<file path="config.mk">
export PLATFORM = sky130hd
export DESIGN_NAME = bkg_scroll_fetch
export DESIGN_NICKNAME = d
export VERILOG_FILES = /design/src/rtl/bkg_scroll_fetch.sv
export SDC_FILE = /design/constraint.sdc
export NUM_CORES = 1
export LEC_CHECK = 0
export ABC_AREA = 1
export BUFFER_PORTS_ARGS = -buffer_cell sky130_fd_sc_hd__buf_2
export CAP_MARGIN = 20
export CORE_MARGIN = 5
export CORE_UTILIZATION = 35
export CTS_CLUSTER_SIZE = 40
export DETAILED_ROUTE_END_ITERATION = 12
export GPL_TIMING_DRIVEN = 0
export PLACE_DENSITY = 0.66
export SETUP_SLACK_MARGIN = 0.15
export SYNTH_ARGS = -nofsm -noshare
export SYNTH_HDL_FRONTEND = slang
export SYNTH_SLANG_ARGS = --single-unit
</file>
<file path="constraint.sdc">
create_clock -name Clk -period 3.8 [get_ports Clk]
set_input_delay 0 -clock Clk [delete_from_list [all_inputs] [get_ports Clk]]
set_output_delay 0 -clock Clk [all_outputs]
set_load 0.01 [all_outputs]
</file>
<file path="src/rtl/bkg_scroll_fetch.sv">
// Background pixel fetch: beam position to RAM address with 4x upscale and wrap-around vertical scroll,
// plus 3-cycle re-alignment of RAM data with blank. Define BKG_FADE_EN to enable the per-frame brightness fade.
module bkg_scroll_fetch #(
    parameter int IMG_W       = 160,
    parameter int IMG_H       = 160,
    parameter int SCALE_SHIFT = 2,
    parameter int ADDR_W      = 15
) (
    input  logic              Clk,
    input  logic              Reset,
    input  logic [9:0]        DrawX,
    input  logic [9:0]        DrawY,
    input  logic              blank,
    input  logic              frame_start,
    input  logic              scroll_en,
    input  logic [7:0]        scroll_step,
    input  logic              scroll_load,
    input  logic [7:0]        scroll_load_val,
    input  logic [1:0]        fade_level,
    input  logic [23:0]       ram_data,
    output logic [ADDR_W-1:0] read_address,
    output logic [7:0]        Red,
    output logic [7:0]        Green,
    output logic [7:0]        Blue,
    output logic              pixel_valid,
    output logic [7:0]        scroll_y
);

    localparam logic [9:0]  IMG_H_R = 10'(IMG_H);
    localparam logic [12:0] ACC_MOD = 13'(IMG_H * 16);
    localparam logic [7:0]  ROW_MAX = 8'(IMG_H - 1);

    logic [11:0]       acc;
    logic [7:0]        load_row;
    logic [9:0]        sx;
    logic [9:0]        ry;
    logic [9:0]        sy;
    logic [ADDR_W-1:0] addr_p0;
    logic              blank_p1;
    logic              blank_p2;
    logic              blank_p3;
    logic [23:0]       rgb_p2;
    logic [23:0]       rgb_p3;

    // Maximum sum is 2559 + 255, so one conditional subtraction covers the wrap.
    function automatic logic [11:0] acc_wrap(input logic [12:0] sum);
        if (sum >= ACC_MOD)
            return 12'(sum - ACC_MOD);
        return sum[11:0];
    endfunction

    function automatic logic [9:0] row_wrap(input logic [9:0] row);
        return (row >= IMG_H_R) ? row - IMG_H_R : row;
    endfunction

    function automatic logic [ADDR_W-1:0] row_base(input logic [9:0] row);
        if (IMG_W == 160)
            return (ADDR_W'(row) << 7) + (ADDR_W'(row) << 5);
        return ADDR_W'(row) * ADDR_W'(IMG_W);
    endfunction

    assign load_row = (scroll_load_val > ROW_MAX) ? ROW_MAX : scroll_load_val;
    assign scroll_y = acc[11:4];

    always_ff @(posedge Clk or negedge Reset) begin
        if (!Reset)
            acc <= '0;
        else if (scroll_load)
            acc <= {load_row, 4'b0000};
        else if (frame_start && scroll_en)
            acc <= acc_wrap({1'b0, acc} + {5'b00000, scroll_step});
    end

    always_comb begin
        sx      = DrawX >> SCALE_SHIFT;
        ry      = (DrawY >> SCALE_SHIFT) + {2'b00, scroll_y};
        sy      = row_wrap(ry);
        addr_p0 = row_base(sy) + ADDR_W'(sx);
    end

`ifdef BKG_FADE_EN
    logic [1:0] fade_reg;

    function automatic logic [23:0] fade_px(input logic [23:0] px, input logic [1:0] sh);
        return {px[23:16] >> sh, px[15:8] >> sh, px[7:0] >> sh};
    endfunction

    always_ff @(posedge Clk or negedge Reset) begin
        if (!Reset)
            fade_reg <= 2'd0;
        else if (scroll_load || frame_start)
            fade_reg <= fade_level;
    end

    assign rgb_p2 = fade_px(ram_data, fade_reg);
`else
    logic unused_fade;
    assign unused_fade = ^fade_level;
    assign rgb_p2      = ram_data;
`endif

    // Stage 1: address register (held during blanking) and blank delay.
    always_ff @(posedge Clk or negedge Reset) begin
        if (!Reset) begin
            read_address <= '0;
            blank_p1     <= 1'b0;
        end else begin
            if (blank)
                read_address <= addr_p0;
            blank_p1 <= blank;
        end
    end

    // Stage 2: RAM is reading; only blank needs carrying.
    always_ff @(posedge Clk or negedge Reset) begin
        if (!Reset)
            blank_p2 <= 1'b0;
        else
            blank_p2 <= blank_p1;
    end

    // Stage 3: RAM data captured alongside its blank; blanked pixels are forced black.
    always_ff @(posedge Clk or negedge Reset) begin
        if (!Reset) begin
            rgb_p3   <= '0;
            blank_p3 <= 1'b0;
        end else begin
            rgb_p3   <= blank_p2 ? rgb_p2 : 24'h000000;
            blank_p3 <= blank_p2;
        end
    end

    assign Red         = rgb_p3[23:16];
    assign Green       = rgb_p3[15:8];
    assign Blue        = rgb_p3[7:0];
    assign pixel_valid = blank_p3;

endmodule

</file>
==> impl_metrics.sql, run 1 <==
INSERT INTO impl_metrics (metric_group, metric, value, unit) VALUES
('timing', 'timing.final.max_slew_violations', '0', ''),
('floorplanning', 'core_region_area', '10200', 'sq um'),
('layout', 'final-instance-count-excl-fill', '768', ''),
('grt', 'largest_net_degree_at_the_start_of_global_routing', '34', ''),
('cts', 'cts_sinks', '54', ''),
('timing', 'whs', '0.0148', 'ns'),
('synthesis', 'netlist-cell-type-count', '32', ''),
('hold_path', 'hold_start', 'scroll_load_val[7]', ''),
('cts', 'numCtsBuffers', '5', ''),
('grt', 'gr-usage-all-layers', '14.7', '%'),
('synthesis', 'async_reset_ff_share', '100', '%'),
('floorplanning', 'io_pins', '116', ''),
('power_and_ir_drop', 'design_power_total', '0.00377', 'W'),
('worst_setup_path', 'worstSetupPathType', 'flip-flop to flip-flop', ''),
('synthesis', 'synth-edff-count', '0', ''),
('place', 'dp.final_hpwl', '7.04', 'mm'),
('worst_setup_path', 'ff2ff_setup_slack', '0.26', 'ns'),
('worst_setup_path', 'cp_slowest_cell', 'sky130_fd_sc_hd__dfrtp_1', ''),
('worst_setup_path', 'start_kind', 'flip-flop', ''),
('worst_setup_path', 'max_stage_delay', '0.43', 'ns'),
('place', 'post-place-cells', '718', ''),
('hold_path', 'worstHoldEndpoint', 'acc[11]', ''),
('synthesis', 'synth_cells', '473', ''),
('floorplanning', 'die_h', '111', 'microns'),
('timing', 'timing.final.crit_share', '93.0', '%'),
('floorplanning', 'die_area', '12400', 'sq um'),
('grt', 'grt_remaining_overflow', '0', ''),
('place', 'routability_congestion_estimate', '0.795', ''),
('power_and_ir_drop', 'leakagePower', '2.89', 'nW'),
('timing', 'fin_crit', '3.54', 'ns'),
('worst_setup_path', 'cp_cell_sequence', 'ha_4 -> fa_2 -> nand3_2 -> nand2_2 -> nand2_1 -> nand2_1 -> o21ai_2 -> xor2_1 -> nand2_1 -> nand2_2 -> nand2_4 -> nand2_4 -> xnor2_2 -> inv_2 -> ha_4 -> ha_4 -> nand2_1 -> a21oi_2 -> a211oi_2 -> nand2_2 -> xnor2_2 -> nand2_1 -> nand3_2 -> nand2_2', ''),
('worst_setup_path', 'path_max_fanout', '3', ''),
('timing', 'final_clock_skew', '0.00997', 'ns'),
('synthesis', 'synth_fp_nets', '578', ''),
('synthesis', 'synth.ff_latch_count', '54', ''),
('worst_setup_path', 'setup.worst_path.end_class', 'flip-flop', ''),
('worst_setup_path', 'r2r_end', 'read_address[14]', ''),
('layout', 'design.final.nets', '737', ''),
('detailed_routing', 'drt-pass1-iter-count', '6', ''),
('timing', 'max_freq', '0.283', 'GHz'),
('layout', 'drive_above_1_share', '29.7', '%'),
('detailed_routing', 'antenna_violating_nets_post_route', '0', ''),
('grt', 'grt_pass1_vias', '3403', ''),
('detailed_routing', 'average_wire_length_per_cell_after_detail_routing', '12.2', 'microns'),
('synthesis', 'synthesis.area_per_instance', '7.60', 'sq um'),
('worst_setup_path', 'worst_r2r_src', 'acc[4]', ''),
('cts', 'cts_tree', 'yes', ''),
('floorplanning', 'std_cell_rows', '37', ''),
('floorplanning', 'die_width', '111', 'microns'),
('worst_setup_path', 'reg2reg_depth', '24', ''),
('timing', 'worstMarginPinSlew', '0.562', 'ns'),
('layout', 'most-common-layout-cells', 'sky130_fd_sc_hd__nand2_1 (142), sky130_fd_sc_hd__buf_2 (109), sky130_fd_sc_hd__inv_1 (83)', ''),
('detailed_routing', 'wirelength', '9.38', 'mm'),
('cts', 'clock-root-buffer', 'sky130_fd_sc_hd__clkbuf_8', ''),
('layout', 'layout.cells.most_common', 'sky130_fd_sc_hd__nand2_1', ''),
('grt', 'first_pass_grt_wire_length', '15.5', 'mm'),
('run_status', 'outcome', 'finished clean', ''),
('timing', 'hold_viol', '0', ''),
('timing', 'final-setup-viol-count', '0', ''),
('power_and_ir_drop', 'p_per_area', '750', 'nW/um^2'),
('timing', 'setup_ws', '0.264', 'ns'),
('synthesis', 'yosys_warnings', '0', ''),
('job', 'max_cap_viol_count', '0', ''),
('worst_setup_path', 'critical-path-top-cell-by-count', 'sky130_fd_sc_hd__nand2_1', ''),
('detailed_routing', 'remaining_drc_errors', '0', ''),
('hold_path', 'hold_depth', '3', ''),
('cts', 'worst_setup_hold_path_clk_slew', '0.10', 'ns'),
('detailed_routing', 'drt_iter0_markers', '81', ''),
('worst_setup_path', 'cp.required', '4.01', 'ns'),
('timing', 'unrepaired_setup_endpoints_after_global_routing', 'true', ''),
('cts', 'htreeDepth', '2', '');
==> worst max-delay path, delay by kind of cell, from the launching register on <==
family | cells | cell delay [ns]
XOR/XNOR | 3 | 0.50
adder cells (fa/ha/maj) | 4 | 1.05
buffers and inverters | 1 | 0.08
AO/OA/AOI/OAI | 3 | 0.35
AND/OR/NAND/NOR | 13 | 1.02
flip-flops | 1 | 0.43
==> metal layers <==
| metal | vias to the layer above | track usage (%) | share of wire, % |
|---|---|---|---|
| met1 | 1600 | 18.0 | 43 |
| met2 | 109 | 26.7 | 50 |
| li1 | 1786 | - | - |
| met5 | - | 0 | 0 |
| met4 | 0 | 2.51 | 1.2 |
| met3 | 11 | 3.59 | 6.1 |
==> cell usage after synthesis (6+ instances only) <==
cell / count / area, sq um
sky130_fd_sc_hd__a21oi_1: 18 / 90.1
sky130_fd_sc_hd__buf_4: 8 / 60.1
sky130_fd_sc_hd__clkbuf_1: 6 / 22.5
sky130_fd_sc_hd__dfrtp_1: 54 / 1350
sky130_fd_sc_hd__ha_1: 33 / 413
sky130_fd_sc_hd__inv_1: 85 / 319
sky130_fd_sc_hd__nand2_1: 148 / 556
sky130_fd_sc_hd__nand2_2: 10 / 62.6
sky130_fd_sc_hd__nand3_1: 25 / 125
sky130_fd_sc_hd__nand4_1: 8 / 50.1
sky130_fd_sc_hd__nor2_1: 19 / 71.3
sky130_fd_sc_hd__o21ai_0: 18 / 90.1
sky130_fd_sc_hd__xor2_1: 8 / 70.1
==> repair_timing <==
item / in CTS / in global routing
pin swaps: 0 / 19
hold buffers: 32 / 0
setup endpoints to repair: 2 / 3
resized for setup: 4 / 34
setup buffers: 2 / 9
hold endpoints to repair: 52 / 0
==> how the worst max path moves through the flow <==
stage,startpoint,endpoint,slack [ns]
5_1_grt,acc[4],read_address[14],0.01
4_1_cts,acc[8],read_address[14],0.17
3_3_place_gp,acc[4],read_address[14],0.07
2_1_floorplan,acc[4],read_address[14],0.36
6_report,acc[4],read_address[14],0.26
3_5_place_dp,acc[4],read_address[14],0.04
==> power breakdown <==
group	internal [W]	switching [W]	total, W
registers	0.000672	0.0000704	0.000742
logic	0.00137	0.00134	0.00271
clock network	0.000126	0.000190	0.000317
total	0.00217	0.00160	0.00377
==> sequential cells by signal, indices dropped and copies added (netlist names) <==
signal and cells:
rgb_p3 24, blank_p2 1, acc 12, read_address 15, blank_p1 1, pixel_valid 1
==> through the flow <==
stage / instance area [sq um] / utilization [%]
5_1_grt: 5030 / 49.4
3_5_place_dp: 4330 / 42.5
3_3_place_gp: 4310 / 42.3
4_1_cts: 4770 / 46.8
6_report: 5030 / 49.4
2_1_floorplan: 3590 / -
==> kinds of logic (layout without fill, tap and decap cells) <==
logic type | count (synthesis) | after routing | synth area share (%)
AO/OA/AOI/OAI | 50 | 50 | 8.11
XOR/XNOR | 13 | 13 | 3.38
buffers and inverters | 102 | 261 | 11.5
flip-flops | 54 | 54 | 37.6
adder cells (fa/ha/maj) | 37 | 37 | 13.7
AND/OR/NAND/NOR | 217 | 217 | 25.7
==> cell type report <==
type	instances	area, sq um
fillers	992	5150
clock buffers	5	68.8
plain buffers	15	87.6
well taps	136	170
multi-input cells	317	2040
inverters	87	327
flip-flops and latches	54	1350
clock inverters	2	15.0
repair buffers	152	967
(Power assumes the default switching activity.)
==> run 2: changes to the inputs <==
- ABC_AREA: 1 -> unset
- SKIP_LAST_GASP: unset -> 1
==> run 2 against run 1 <==
Final area up 0.15%. Sequential share of layout area about the same. Die area decreased by 2.1%. Clock power up 31%. Highest routed layer unchanged.
==> impl_metrics.sql, run 2 <==
INSERT INTO impl_metrics (metric_group, metric, value, unit) VALUES
('job', 'max_cap_viol_count', '0', ''),
('timing', 'whs', '0.0370', 'ns'),
('run_status', 'outcome', 'finished clean', ''),
('grt', 'gr-usage-all-layers', '15.2', '%'),
('hold_path', 'worstHoldEndpoint', 'read_address[5]', ''),
('timing', 'final-setup-viol-count', '0', ''),
('synthesis', 'synth_area_leader_cell', 'sky130_fd_sc_hd__dfrtp_1', ''),
('worst_setup_path', 'timing.critical_path.buf_inv', '1', ''),
('grt', 'number_of_antenna_violations_at_the_first_check_in_global_routing', '0', ''),
('synthesis', 'yosys_warnings', '0', ''),
('place', 'dp.final_hpwl', '6.48', 'mm'),
('cts', 'max-clock-path-buffers', '2', ''),
('worst_setup_path', 'worstSetupPathType', 'flip-flop to flip-flop', ''),
('detailed_routing', 'post_drt_via_cell_ratio', '4.87', ''),
('place', 'quantity_of_i_o_buffers_inserted_on_ports', '108', ''),
('timing', 'hold_viol', '0', ''),
('worst_setup_path', 'max_stage_delay', '0.47', 'ns'),
('layout', 'final-instance-count-excl-fill', '629', ''),
('cts', 'cts_sinks', '54', ''),
('worst_setup_path', 'cell_family_with_most_cp_delay', 'compound AO/OA/AOI/OAI gates', ''),
('layout', 'layout.cells.most_common', 'sky130_fd_sc_hd__buf_2', ''),
('floorplanning', 'die_h', '110', 'microns'),
('detailed_routing', 'drt_iter0_markers', '130', ''),
('synthesis', 'netlist-cell-type-count', '59', ''),
('hold_path', 'worst_hold_path_type', 'input pin to flip-flop', ''),
('timing', 'worstMarginPinSlew', '0.601', 'ns'),
('worst_setup_path', 'start_kind', 'flip-flop', ''),
('cts', 'clk-insertion-delay-late', '0.31', 'ns'),
('cts', 'worst_setup_hold_path_clk_slew', '0.11', 'ns'),
('cts', 'htreeDepth', '2', ''),
('timing', 'max_freq', '0.273', 'GHz'),
('worst_setup_path', 'cp.required', '4.00', 'ns'),
('detailed_routing', 'remaining_drc_errors', '0', ''),
('synthesis', 'synth_cells', '329', ''),
('worst_setup_path', 'reg2reg_depth', '16', ''),
('grt', 'first_pass_grt_wire_length', '14.9', 'mm'),
('timing', 'unrepaired_setup_endpoints_after_global_routing', 'true', ''),
('timing', 'slew-limit-headroom', '59.9', '%'),
('hold_path', 'hold_depth', '3', ''),
('worst_setup_path', 'cp_cell_sequence', 'ha_1 -> a21oi_2 -> o2111ai_2 -> a21oi_2 -> xor2_2 -> buf_4 -> a21boi_0 -> o22ai_2 -> ha_1 -> ha_4 -> o21ai_2 -> o21ai_2 -> o211ai_1 -> xor2_1 -> xnor2_1 -> mux2_4', ''),
('worst_setup_path', 'path_max_fanout', '5', ''),
('floorplanning', 'die_width', '110', 'microns'),
('power_and_ir_drop', 'design_power_total', '0.00295', 'W'),
('detailed_routing', 'average_wire_length_per_cell_after_detail_routing', '14.0', 'microns'),
('layout', 'top_register', 'rgb_p3', ''),
('power_and_ir_drop', 'p_comb_share', '61.4', '%'),
('floorplanning', 'initial_util', '35.9', '%'),
('timing', 'final_clock_skew', '0.00761', 'ns'),
('worst_setup_path', 'worst_r2r_src', 'acc[5]', ''),
('grt', 'largest_net_degree_at_the_start_of_global_routing', '31', ''),
('timing', 'timing.final.crit_share', '96.5', '%'),
('synthesis', 'netlist_area_pre_place', '3510', 'sq um'),
('synthesis', 'synthMostInstantiatedCell', 'sky130_fd_sc_hd__dfrtp_1', ''),
('layout', 'biggestRegsByFlops', 'rgb_p3: 24 flops, read_address: 15 flops, acc: 12 flops', ''),
('floorplanning', 'core_region_area', '9770', 'sq um'),
('cts', 'cts_tree', 'yes', ''),
('detailed_routing', 'num_vias', '3062', ''),
('synthesis', 'synth-edff-count', '0', ''),
('power_and_ir_drop', 'p_clk_share', '14.1', '%'),
('hold_path', 'hold_start', 'DrawX[7]', ''),
('power_and_ir_drop', 'swShare', '37.6', '%'),
('place', 'routability_congestion_estimate', '0.821', ''),
('synthesis', 'synth_commonest_cells', 'sky130_fd_sc_hd__dfrtp_1 (54), sky130_fd_sc_hd__ha_1 (33), sky130_fd_sc_hd__and2_1 (25), sky130_fd_sc_hd__a21oi_1 (16), sky130_fd_sc_hd__nor2_1 (16)', ''),
('power_and_ir_drop', 'leakagePower', '2.36', 'nW'),
('floorplanning', 'std_cell_rows', '36', ''),
('layout', 'fin_util', '51.5', '%'),
('worst_setup_path', 'worstPathArrival', '3.87', 'ns'),
('detailed_routing', 'wirelength', '8.81', 'mm'),
('worst_setup_path', 'cp_slowest_cell', 'sky130_fd_sc_hd__dfrtp_2', ''),
('place', 'post-place-cells', '571', ''),
('worst_setup_path', 'setup.worst_path.end_class', 'flip-flop', ''),
('synthesis', 'synth_fp_nets', '434', ''),
('power_and_ir_drop', 'seq_power_share', '24.5', '%'),
('cts', 'numCtsBuffers', '5', ''),
('layout', 'most-common-layout-cells', 'sky130_fd_sc_hd__buf_2 (108), sky130_fd_sc_hd__dfrtp_1 (53), sky130_fd_sc_hd__dlygate4sd3_1 (40)', ''),
('worst_setup_path', 'r2r_end', 'read_address[14]', ''),
('grt', 'grt_remaining_overflow', '0', ''),
('floorplanning', 'die_area', '12100', 'sq um'),
('power_and_ir_drop', 'internal_power', '0.00184', 'W'),
('worst_setup_path', 'ff2ff_setup_slack', '0.13', 'ns'),
('layout', 'largest_register_ffs', '24', ''),
('synthesis', 'synthDominantCellAreaShare', '38.5', '%'),
('synthesis', 'synth-seq-area-share', '38.5', '%'),
('layout', 'design.final.nets', '600', ''),
('layout', 'drive_above_1_share', '39.5', '%'),
('synthesis', 'synth_area_leaders', 'sky130_fd_sc_hd__dfrtp_1 (38%), sky130_fd_sc_hd__ha_1 (12%), sky130_fd_sc_hd__mux2_2 (4.8%), sky130_fd_sc_hd__and2_1 (4.5%), sky130_fd_sc_hd__xnor2_1 (3.7%)', ''),
('synthesis', 'ys_dominant_reg_cell', 'sky130_fd_sc_hd__dfrtp_1', ''),
('layout', 'n_antenna_cell', '0', ''),
('synthesis', 'synthesis.area_per_instance', '10.7', 'sq um'),
('timing', 'timing.final.max_slew_violations', '0', ''),
('layout', 'area_growth', '43.5', '%'),
('timing', 'fin_setup_tns', '0', 'ns'),
('synthesis', 'async_reset_ff_share', '100', '%'),
('power_and_ir_drop', 'p_per_area', '586', 'nW/um^2'),
('grt', 'grt_pass1_vias', '3165', ''),
('power_and_ir_drop', 'power.ir.vdd_worst', '280', 'uV'),
('timing', 'fin_crit', '3.67', 'ns'),
('detailed_routing', 'drt-pass1-iter-count', '4', ''),
('power_and_ir_drop', 'net_sw_power', '0.00111', 'W'),
('synthesis', 'synth.ff_latch_count', '54', ''),
('detailed_routing', 'antenna_violating_nets_post_route', '0', ''),
('floorplanning', 'io_pins', '116', ''),
('cts', 'clock-root-buffer', 'sky130_fd_sc_hd__clkbuf_8', '');
-- run 2: cell types whose count changed after synthesis, moves of 6 or more --
cell	delta
sky130_fd_sc_hd__and2_1	+24
sky130_fd_sc_hd__nor3_1	+7
sky130_fd_sc_hd__xnor2_1	+11
sky130_fd_sc_hd__a21o_1	+8
sky130_fd_sc_hd__o21ai_1	+6
sky130_fd_sc_hd__nand2_2	-10
sky130_fd_sc_hd__o21a_1	+6
sky130_fd_sc_hd__o22a_1	+6
sky130_fd_sc_hd__inv_1	-74
sky130_fd_sc_hd__nand2_1	-135
sky130_fd_sc_hd__nand3_1	-19
sky130_fd_sc_hd__o21ai_0	-11
sky130_fd_sc_hd__nand4_1	-6
sky130_fd_sc_hd__mux2_2	+15
-- run 2: per-stage QoR --
| step | instance area [sq um] | worst slack, ns |
|---|---|---|
| 6_report | 5040 | 0.133 |
| 5_1_grt | 5040 | -0.0532 |
| 4_1_cts | 4890 | 0.120 |
| 3_5_place_dp | 4240 | -0.107 |
| 3_3_place_gp | 4220 | -0.0792 |
| 2_1_floorplan | 3510 | 0.169 |
-- run 2: area by class of cell --
type / count / area, sq um
inverters: 11 / 41.3
well taps: 133 / 166
repair buffers: 159 / 1040
plain buffers: 16 / 98.8
fillers: 886 / 4740
multi-input cells: 248 / 2220
clock inverters: 2 / 38.8
flip-flops and latches: 54 / 1350
clock buffers: 6 / 82.6
-- run 2: metal layers --
metal	routed length (microns)	vias to the layer above	global-route usage (%)
li1	-	1508	-
met1	3590	1453	19.5
met2	4430	85	25.6
met3	615	16	3.61
met4	171	0	4.05
met5	0	-	0
-- run 2: worst register-to-register path, cell delays in order (launching register included) --
cell,delay [ns]
sky130_fd_sc_hd__dfrtp_2,0.47
sky130_fd_sc_hd__ha_1,0.30
sky130_fd_sc_hd__a21oi_2,0.24
sky130_fd_sc_hd__o2111ai_2,0.18
sky130_fd_sc_hd__a21oi_2,0.21
sky130_fd_sc_hd__xor2_2,0.08
sky130_fd_sc_hd__buf_4,0.15
sky130_fd_sc_hd__a21boi_0,0.30
sky130_fd_sc_hd__o22ai_2,0.14
sky130_fd_sc_hd__ha_1,0.33
sky130_fd_sc_hd__ha_4,0.30
sky130_fd_sc_hd__o21ai_2,0.07
sky130_fd_sc_hd__o21ai_2,0.14
sky130_fd_sc_hd__o211ai_1,0.11
sky130_fd_sc_hd__xor2_1,0.16
sky130_fd_sc_hd__xnor2_1,0.13
sky130_fd_sc_hd__mux2_4,0.25
-- run 2: worst max path at each step --
stage | start | to | slack [ns] | cells past startpoint
floorplan | acc[4] | read_address[14] | 0.17 | 14
global placement | acc[4] | read_address[14] | -0.08 | 16
detailed placement | acc[4] | read_address[14] | -0.11 | 16
CTS | acc[4] | read_address[14] | 0.12 | 15
global route | acc[7] | read_address[14] | -0.05 | 15
finish | acc[5] | read_address[14] | 0.13 | 16
-- run 2: repair_timing --
action | in CTS | in global routing
buffers inserted | 4 | 6
gates cloned | 0 | 0
hold buffers | 40 | 0
gates resized for setup | 16 | 16
hold endpoints to repair | 62 | 0
pin swaps | 15 | 17
setup endpoints to repair | 3 | 5
-- run 2: kinds of logic (layout without fill, tap and decap cells) --
| family | Yosys count | after routing | share of synthesized area [%] |
|---|---|---|---|
| xor+xnor | 24 | 24 | 6.20 |
| flops | 54 | 54 | 38.5 |
| mux | 17 | 17 | 5.67 |
| simple gates | 86 | 86 | 13.3 |
| fa+ha+maj | 37 | 37 | 14.0 |
| compound gates | 84 | 84 | 18.3 |
| buf+inv | 27 | 194 | 3.99 |
-- run 2: power by group through the flow --
stage | clock network [W] | logic (W) | registers (W)
6_report | 0.000415 | 0.00181 | 0.000724
5_1_grt | 0.000452 | 0.00201 | 0.000738
3_5_place_dp | 0 | 0.00140 | 0.000734
3_3_place_gp | 0 | 0.00137 | 0.000731
4_1_cts | 0.000433 | 0.00166 | 0.000724
2_1_floorplan | 0 | 0.00105 | 0.000760
